[src/rtl/immediate_generator_pkg.sv]
// ImmediatePkg: immediate-format encoding shared by decode and the immediate generator,
// plus the generator's prefix state type.
package ImmediatePkg;
    typedef enum logic [2:0] {
        IMM_NONE   = 3'd0,
        IMM_SEXT   = 3'd1,
        IMM_ZEXT   = 3'd2,
        IMM_UPPER  = 3'd3,
        IMM_PREFIX = 3'd4
    } imm_format_e;
    typedef enum logic {
        ST_IDLE     = 1'b0,
        ST_PREFIXED = 1'b1
    } imm_state_e;
endpackage

[src/rtl/immediate_extend.sv]
// immediate_extend: combinational immediate value formation.
// Ports: fmt_i (format code), field_i (raw field), prefix_i/prefixed_i (held prefix and
// whether it applies), imm_en_o/upper_en_o (operand-B selects), value_o (immediate).
// Codes 4-7 produce the NONE result; the caller decides what a PREFIX means.
module immediate_extend
    import ImmediatePkg::*;
#(
    parameter int DATABITWIDTH  = 16,
    parameter int IMMFIELDWIDTH = 8
) (
    input  logic [2:0]               fmt_i,
    input  logic [IMMFIELDWIDTH-1:0] field_i,
    input  logic [IMMFIELDWIDTH-1:0] prefix_i,
    input  logic                     prefixed_i,
    output logic                     imm_en_o,
    output logic                     upper_en_o,
    output logic [DATABITWIDTH-1:0]  value_o
);
    localparam int PADW = DATABITWIDTH - IMMFIELDWIDTH;
    logic is_ext;
    always_comb begin
        is_ext     = fmt_i == IMM_SEXT || fmt_i == IMM_ZEXT;
        imm_en_o   = is_ext || fmt_i == IMM_UPPER;
        upper_en_o = fmt_i == IMM_UPPER;
        // A pending prefix supplies the upper half verbatim, so no extension applies.
        value_o    = (is_ext && prefixed_i) ? {prefix_i, field_i} :
                     fmt_i == IMM_SEXT      ? {{PADW{field_i[IMMFIELDWIDTH-1]}}, field_i} :
                     fmt_i == IMM_ZEXT      ? {{PADW{1'b0}}, field_i} :
                     fmt_i == IMM_UPPER     ? {field_i, {PADW{1'b0}}} : '0;
    end
endmodule

[src/rtl/immediate_generator.sv]
// immediate_generator: one-stage registered immediate generator with valid/ready handshake.
// Ports: clk, clear (async active-high reset), FlushIn (sync flush), InValid/InReady (decode
// side), ImmFormatIn/ImmFieldIn (format code and raw field), OutValid/OutReady (execute side),
// ImmediateEn/UpperImmediateEn/ImmediateOut (registered operand-B controls and value),
// PrefixDroppedOut (pulse when a pending prefix is discarded).
// Define IMMEDIATE_PREFIX_EN to build PREFIX support; otherwise PREFIX behaves as NONE.
module immediate_generator
    import ImmediatePkg::*;
#(
    parameter int DATABITWIDTH  = 16,
    parameter int IMMFIELDWIDTH = 8
) (
    input  logic                     clk,
    input  logic                     clear,
    input  logic                     FlushIn,
    input  logic                     InValid,
    output logic                     InReady,
    input  logic [2:0]               ImmFormatIn,
    input  logic [IMMFIELDWIDTH-1:0] ImmFieldIn,
    output logic                     OutValid,
    input  logic                     OutReady,
    output logic                     ImmediateEn,
    output logic                     UpperImmediateEn,
    output logic [DATABITWIDTH-1:0]  ImmediateOut,
    output logic                     PrefixDroppedOut
);
    logic                     out_valid_q, out_valid_d;
    logic                     imm_en_q, imm_en_d;
    logic                     upper_en_q, upper_en_d;
    logic [DATABITWIDTH-1:0]  imm_q, imm_d;
    logic                     xfer, load, is_prefix, prefixed;
    logic [IMMFIELDWIDTH-1:0] prefix_val;
    logic                     ext_en, ext_upper;
    logic [DATABITWIDTH-1:0]  ext_val;

    assign InReady = !out_valid_q || OutReady;
    assign xfer    = InValid && InReady;

`ifdef IMMEDIATE_PREFIX_EN
    imm_state_e               state_q, state_d;
    logic [IMMFIELDWIDTH-1:0] prefix_q, prefix_d;
    logic                     dropped_q, dropped_d;
    assign is_prefix        = ImmFormatIn == IMM_PREFIX;
    assign prefixed         = state_q == ST_PREFIXED;
    assign prefix_val       = prefix_q;
    assign PrefixDroppedOut = dropped_q;
    always_comb begin
        state_d   = FlushIn ? ST_IDLE : xfer ? (is_prefix ? ST_PREFIXED : ST_IDLE) : state_q;
        prefix_d  = FlushIn ? '0 : (xfer && is_prefix) ? ImmFieldIn : prefix_q;
        // Only SEXT/ZEXT consume a pending prefix; anything else accepted discards it.
        dropped_d = !FlushIn && xfer && prefixed &&
                    !(ImmFormatIn == IMM_SEXT || ImmFormatIn == IMM_ZEXT);
    end
`else
    assign is_prefix        = 1'b0;
    assign prefixed         = 1'b0;
    assign prefix_val       = '0;
    assign PrefixDroppedOut = 1'b0;
`endif

    immediate_extend #(
        .DATABITWIDTH (DATABITWIDTH),
        .IMMFIELDWIDTH(IMMFIELDWIDTH)
    ) u_extend (
        .fmt_i     (ImmFormatIn),
        .field_i   (ImmFieldIn),
        .prefix_i  (prefix_val),
        .prefixed_i(prefixed),
        .imm_en_o  (ext_en),
        .upper_en_o(ext_upper),
        .value_o   (ext_val)
    );

    always_comb begin
        load        = xfer && !is_prefix && !FlushIn;
        out_valid_d = !FlushIn && (load || (out_valid_q && !OutReady));
        imm_en_d    = load ? ext_en : imm_en_q;
        upper_en_d  = load ? ext_upper : upper_en_q;
        imm_d       = load ? ext_val : imm_q;
    end

    always_ff @(posedge clk or posedge clear) begin
        if (clear) begin
            out_valid_q <= 1'b0;
            imm_en_q    <= 1'b0;
            upper_en_q  <= 1'b0;
            imm_q       <= '0;
`ifdef IMMEDIATE_PREFIX_EN
            state_q     <= ST_IDLE;
            prefix_q    <= '0;
            dropped_q   <= 1'b0;
`endif
        end else begin
            out_valid_q <= out_valid_d;
            imm_en_q    <= imm_en_d;
            upper_en_q  <= upper_en_d;
            imm_q       <= imm_d;
`ifdef IMMEDIATE_PREFIX_EN
            state_q     <= state_d;
            prefix_q    <= prefix_d;
            dropped_q   <= dropped_d;
`endif
        end
    end

    assign OutValid         = out_valid_q;
    assign ImmediateEn      = imm_en_q;
    assign UpperImmediateEn = upper_en_q;
    assign ImmediateOut     = imm_q;
endmodule

[config.mk]
export PLATFORM = sky130hd
export DESIGN_NAME = immediate_generator
export DESIGN_NICKNAME = d
export VERILOG_FILES = /design/src/rtl/immediate_generator_pkg.sv /design/src/rtl/immediate_extend.sv /design/src/rtl/immediate_generator.sv
export SDC_FILE = /design/constraint.sdc
export NUM_CORES = 1
export LEC_CHECK = 0
export ABC_AREA = 1
export CORE_MARGIN = 2
export CORE_UTILIZATION = 42
export DETAILED_ROUTE_END_ITERATION = 6
export GPL_ROUTABILITY_DRIVEN = 0
export PLACE_DENSITY = 0.75
export SLEW_MARGIN = 20
export SYNTH_ARGS = -nofsm -noshare
export SYNTH_HDL_FRONTEND = slang
export SYNTH_SLANG_ARGS = --single-unit
[constraint.sdc]
create_clock -name clk -period 1.25 [get_ports clk]
set_input_delay 0.375 -clock clk [delete_from_list [all_inputs] [get_ports clk]]
set_output_delay 0.375 -clock clk [all_outputs]
set_load 0.05 [all_outputs]
# [Word level (Yosys, flattened, before mapping)]
# Cells that the tools add are included.
[word_totals] regBits=19 latch_bits=0 mem_bits_rw=0 rom_bits=0 in_bits=16 output_inout_bits=21 word_cells=21 memories=0
[op_classes] add_sub_neg=0 multipliers=0 div_mod_pow=0 order_cmp=0 n_eq_ne=3 shifts=0 muxes=3 n_bitwise=0 n_reduce_logical=11
[op_table] op="2-to-1 mux 16 bit" count=3
[op_table] op="== test 3 x 2 -> 1 bit, second input constant" count=2
[op_table] op="logical AND 1 bit" count=4
[op_table] op="logical OR 1 bit" count=4
[op_table] op="== test 3 x 1 -> 1 bit, second input constant" count=1
[op_table] op="zero test 1 bit" count=3

# [Longest topological paths before layout]
[depth] word_depth=6 mapped_depth=7 ltp_nobuf=6

# [Cells and area by module]
# Synthesis repeated with hierarchy kept, for this count alone.
[unflattened] hier_cells=156 hier_area_um2=1169.9
[by_module_without_submodules] module="immediate_generator" n_inst=1 cells_each=86 area_per_inst_um2=783.3 seq_area_each_um2=475.5
[by_module_without_submodules] module="immediate_extend" n_inst=1 cells_each=70 area_per_inst_um2=386.6 seq_area_each_um2=0.0

# [Least setup slack after synthesis]
# Ideal clock, no wire load.
[synth_path] path_kind="flip-flop to flip-flop" from="reg out_valid_q, in the netlist OutValid" to="reg imm_q[10], in the netlist ImmediateOut[10]" setup_time_ns=0.118 arrival_ns=1.353 t_required_ns=1.132 path_slack_ns=-0.220 stages_incl_launch_ff=8 path_buffers=1 period_less_slack_ns=1.470 path_cell_list="dfrtp_1 inv_1 nor2_4 inv_2 nand2_4 buf_8 nand2_1 nand2_1"
[synth_via] elab_chain_cells=4
[synth_lines] item="start, declared" line="immediate_generator.sv:27" source="logic out_valid_q, out_valid_d;"
[synth_lines] item="start signal, assigned" line="immediate_generator.sv:94" source="out_valid_q <= out_valid_d;"
[synth_lines] item="zero test 1 bit" line="immediate_generator.sv:36" source="assign InReady = !out_valid_q || OutReady;"
[synth_lines] item="logical OR 1 bit" line="immediate_generator.sv:36"
[synth_lines] item="net InReady" line="immediate_generator.sv:17" source="output logic InReady,"
[synth_lines] item="logical AND 1 bit" line="immediate_generator.sv:37" source="assign xfer = InValid && InReady;"
[synth_lines] item="logical AND 1 bit" line="immediate_generator.sv:75" source="load = xfer && !is_prefix && !FlushIn;"
[synth_lines] item="end signal, assigned" line="immediate_generator.sv:97" source="imm_q <= imm_d;"
[synth_lines] item="end, declared" line="immediate_generator.sv:30" source="logic [DATABITWIDTH-1:0] imm_q, imm_d;"
# The timed path passes the listed nets, and every way through them passes these cells.
# A chain may end at the register's enable or synchronous reset.

# [Worst setup path after layout]
[layout_path] from="reg out_valid_q, in the netlist OutValid" to="out InReady"
[layout_via] elab_chain_cells=2
[layout_lines] item="zero test 1 bit" line="immediate_generator.sv:36"
[layout_lines] item="logical OR 1 bit" line="immediate_generator.sv:36"
[layout_lines] item="end, declared" line="immediate_generator.sv:17"
# No other way between the ends.

==> metrics.txt <==
die height=51.5 um; Final period util=1.16; Die X=51.5 um; PD cells=1060 nW/um2; top-count cell post-synth=nand2_1; part of the Yosys area used for sequential elements=0.502; hpwl dp=1810 um; vias per cell=5.03; RSZ-0062 raised after global routing=true; final core occ=0.775; Buf+Inv Stages, Crit Path=3; Max Cap Viol=0; Post-Route Setup TNS=-0.594 ns; CP endpoint kind=output port; worst min path class=in -> reg; cell count after synthesis=113; Net count, final=179; R2R depth=7; GRT Resource Usage Total=0.199; Clock Sinks=19; Max FO, Critical Path=2; layout cell share with drive strength beyond 1=0.340; DR pass1 iterations=3; cell family with most CP delay=flip-flops; largest net degree at the start of global routing=20; syn avg cell area=8.38 um2; H-tree depth=1; grt ovf=0; Critical Path AT=1.07 ns; Finish-stage setup viols=20; Net Count, Synth=129; CTS clk-pin slew, worst paths=0.12 ns; antenna viol nets, final=0; IO Port Bufs=35; Max IR drop VDD=0.705 mV; Clock Latency Late Sink=0.30 ns; most area-consuming cells after synthesis=dfrtp_1 (50%), nand2_1 (19%), nand3_1 (5.3%); hold buffers post-CTS=0; Fmax=693 MHz; CP peak stage delay=0.39 ns; clock root buffer=clkbuf_4; fin. max-slew vios=0; die area=2650 um2; Mapped Area=947 um2; post-synth cell types=16; failing checks=negative setup slack; I/O pins=37; worst reg2reg setup slack=0.12 ns; Synth Flop Type=dfrtp_1; slowest CP cell=dfrtp_2; Area growth, synth to finish=77.4%; proportion of netlist area held by the largest area contributor=0.502; FILL cells=160; Vias=955; initial antenna violation count=0; crit start category=flop; Rows=17; Syn. warnings=0; TritonCTS Buffers=3; flops & latches, synth=19; status=finished with violations; Post-Route WL=2610 um; Synth async-reset ratio=1.00; setup ws final=-0.194 ns; CTS tree=done; minimum clock period=1.44 ns; top cells by count, synth=nand2_1 (49), dfrtp_1 (19), nand3_1 (10), nand4_1 (7), inv_1 (5); number of enable flip-flop cells after synthesis=0; vias in the first global route=944; stages on the worst setup path=4; Leak=0.871 nW; Multi-input gate area=434 um2; DR WL/cell=13.7 um; drt initial violations=13; Final Hold Violating Endpoints=0; drt drc=0; CORE AREA=2170 um2; crit-path cells=inv_2 -> nor2_4 -> inv_6 -> buf_12; Max Root-Sink Buffers=2; Hold Path Stages=2; first-pass GRT wire length=3930 um; Starting Density=0.437; largest area contributor in the netlist=dfrtp_1; clk_skew=0.00400 ns; Setup WS pre-CTS=-0.322 ns; Worst EP required=0.88 ns; # diodes=0; critical setup path kind=reg -> out; register area=477 um2
-- cells by family (layout without fill, tap and decap cells) --
family / after synthesis / in the layout / synth area share
AOI/OAI and AO/OA: 3 / 3 / 0.0158
and+or+nand+nor: 76 / 78 / 0.391
buffers and inverters: 14 / 61 / 0.0872
DFF: 19 / 19 / 0.502
other: 1 / 1 / 0.00396
-- cell usage in the layout (no fill, tap or decap) --
master,instances
buf_12,21
o21ai_0,3
nand2_1,49
nand2_8,2
dlygate4sd2_1,1
dfrtp_1,18
dlymetal6s2s_1,2
inv_2,4
nand4_1,7
clkdlybuf4s50_1,12
buf_4,12
inv_1,3
clkinv_2,1
inv_6,1
nor2_4,3
nand2_2,1
nor2_1,1
clkbuf_4,3
clkinvlp_4,1
dfrtp_2,1
nand3_1,10
conb_1,1
nand3_2,2
nand2_4,3
-- sequential cells by signal, indices dropped and copies added (netlist names) --
register and cells:
UpperImmediateEn 1, ImmediateOut 16, ImmediateEn 1, OutValid 1
-- final timing paths --
path	startpoint	to
min in group asynchronous	clear	ImmediateOut[0]$_DFFE_PP0P_
setup / recovery	OutValid$_DFF_PP0_	InReady
max in group asynchronous	clear	OutValid$_DFF_PP0_
hold / removal	FlushIn	OutValid$_DFF_PP0_
hold reg to reg	ImmediateOut[9]$_DFFE_PP0P_	ImmediateOut[9]$_DFFE_PP0P_
setup reg to reg	OutValid$_DFF_PP0_	ImmediateEn$_DFFE_PP0P_
-- metrics by stage --
stage	instances	hold WS [ns]	total power, W	instance area, um2
3_3_place_gp	179	0.525	0.00141	1570
5_1_grt	190	0.326	0.00185	1680
4_1_cts	186	0.413	0.00175	1620
3_5_place_dp	179	0.531	0.00143	1570
6_report	190	0.323	0.00177	1680
2_1_floorplan	113	0.326	0.00106	962
-- metal layers --
layer	GRT usage	vias to the layer above	share of wire
met2	0.361	30	0.52
met4	0.0877	0	0.020
met1	0.225	464	0.41
met3	0.0374	6	0.047
li1	-	455	-
met5	0	-	0
-- where the power goes --
part           total, W  internal, W  switching (W)  leakage [nW]
Combinational  0.000716     0.000336       0.000380         0.599
Clock          0.000327     0.000119       0.000208        0.0177
Sequential     0.000731     0.000670      0.0000614         0.254
-- what timing repair did --
| item | CTS | global route |
|---|---|---|
| endpoints found under the setup margin | 22 | 33 |
| setup buffers | 3 | 3 |
| resized for setup | 1 | 5 |
| cloned | 0 | 2 |
| pin swaps | 2 | 3 |
-- final cells by class --
class / count / share of cell area
repair buffers: 48 / 0.395
clock inverters: 1 / 0.00298
flip-flops and latches: 19 / 0.284
multi-input cells: 82 / 0.258
clock buffers: 3 / 0.0134
well taps: 28 / 0.0208
inverters: 9 / 0.0253
(Power assumes the default switching activity.)
==> RTL change (config.mk and constraints unchanged) <==
The option `IMMEDIATE_PREFIX_EN` is turned on by a define.
--- a/src/rtl/immediate_generator.sv
+++ b/src/rtl/immediate_generator.sv
@@ -5,4 +5,6 @@
 // PrefixDroppedOut (pulse when a pending prefix is discarded).
 // Define IMMEDIATE_PREFIX_EN to build PREFIX support; otherwise PREFIX behaves as NONE.
+`define IMMEDIATE_PREFIX_EN
+
 module immediate_generator
     import ImmediatePkg::*;
Check against the original RTL: not equivalent (a bounded check fails within 4 cycles, from zero or initial values).
==> RTL change against the unedited design <==
  * The run still ends with setup timing left
  * Count of clock-buffer cells in the layout is 2 higher
  * Non-clock buffer count rose by 38
  * Design area grew 64%
  * Sequential cell count grew 10
  * Routed wire length rose by 100%
  * First-iteration DRC count increased to 6.8 times the old value
  * Setup slack got worse by 0.035 ns
  * Total power increased by 57%
  * Via count increased by 71%
  * Area after synthesis is 57% higher
  * Sequential share of layout area is 1.9 points lower
  * Critical path depth shrank 2
  * Largest cell class unchanged
  * Largest power group unchanged
==> RTL change: results (changes against the unedited design) <==
- PwrDens: 1010 nW/um^2 (was 1060 nW/um^2)
- Post-synth top cells: nand2_1 (74), dfrtp_1 (29), nand3_1 (26) (was nand2_1 (49), dfrtp_1 (19), nand3_1 (10))
- Multi-input combinational area share: 31.1% (was 25.8%)
- ClkCell Share: 2.00% (was 1.64%)
- Cell Rows: 21 (was 17)
- Post-Route WL: 5290 um (was 2610 um)
- Worst-Skew Late Latency: 0.36 ns (was 0.30 ns)
- Finished Layout Cells: 310 (was 190)
- Place WS: -0.671 ns (was -0.322 ns)
- Distinct cells, synth: 23 (was 16)
- Lkg Pwr: 0.00136 uW (was 0.000871 uW)
- Top cells by area, synth: dfrtp_1 (49%), nand2_1 (19%), nand3_1 (8.8%) (was dfrtp_1 (50%), nand2_1 (19%), nand3_1 (5.3%))
- Port bufs: 36 (was 35)
- Failing checks: setup timing (unchanged)
- Maximum vdd drop: 796 uV (was 705 uV)
- Post-route setup slack: -0.229 ns (was -0.194 ns)
- Fillers: 189 (was 160)
- Routing usage on met1: 26.3% (was 22.5%)
- Register area share after synthesis: 48.9% (was 50.2%)
- Number of global-route vias before repair: 1502 (was 944)
- Clk_skew: 0.0111 ns (was 0.00400 ns)
- Clock Buffer Count: 5 (was 3)
- Multi-input gate count: 132 (was 82)
- Status: finished with violations (unchanged)
- Placement Cell Area: 2310 um^2 (was 1570 um^2)
- First-pass GRT wire length: 7130 um (was 3930 um)
- M2 GR Usage: 43.6% (was 36.1%)
- TNS Setup: -5.29 ns (was -0.594 ns)
- Hold Path Class: primary input to async pin (was primary input to flip-flop)
- First-pass detailed-route iteration total: 4 (was 3)
- Sequential share of cell area: 26.5% (was 28.4%)
- WP data arrival: 1.10 ns (was 1.07 ns)
- Clk sinks: 29 (was 19)
- DP HPWL: 2850 um (was 1810 um)
- Final setup violating endpoints: 49 (was 20)
- Fraction of final layout cells sized beyond drive strength 1: 52.7% (was 34.0%)
- Worst flop-to-flop path endpoint: prefix_q[7] (was ImmediateEn)
- Met2 wire length: 2830 um (was 1360 um)
- Metal-1 WL: 1940 um (was 1080 um)
- Nets: 279 (was 179)
- Drt initial violations: 89 (was 13)
- Non-clk buf share: 36.0% (was 39.5%)
- Avg Vias per Cell: 5.27 (was 5.03)
- Min Hold Slack: 0.336 ns (was 0.323 ns)
- Net Count, Synth: 195 (was 129)
- Reg2reg path depth: 8 (was 7)
- Total track usage: 23.7% (was 19.9%)
- CP max stage delay: 0.46 ns (was 0.39 ns)
- GR Layer Usage met3: 6.25% (was 3.74%)
-- RTL change: cell count changes in the layout (fill, tap and decap cells not counted), sizes merged, moves of 3 or more --
cell and delta:
dfrtp +10, dlygate4sd2 +3, buf +38, nand3 +17, nand2 +22, o21ai +10, nor2 -3
-- RTL change: kinds of logic after synthesis --
| kind of cell | after synthesis | synth area share [%] |
|---|---|---|
| AOI/OAI and AO/OA | 13 | 5.14 |
| buffers and inverters | 19 | 9.69 |
| DFF | 29 | 48.9 |
| and+or+nand+nor | 118 | 36.3 |
-- RTL change: repair_timing --
action	CTS	global route
buffers inserted	12	7
pin swaps	14	13
hold buffers	0	0
gates resized for setup	24	46
endpoints found under the hold margin	0	0
cloned	2	1
endpoints found under the setup margin	50	49
-- RTL change: power breakdown --
part	internal, uW	leakage, uW	total, uW	switching [uW]
Clock	211	0.0000310	596	385
Combinational	520	0.000946	1070	553
Sequential	1020	0.000385	1120	96.7
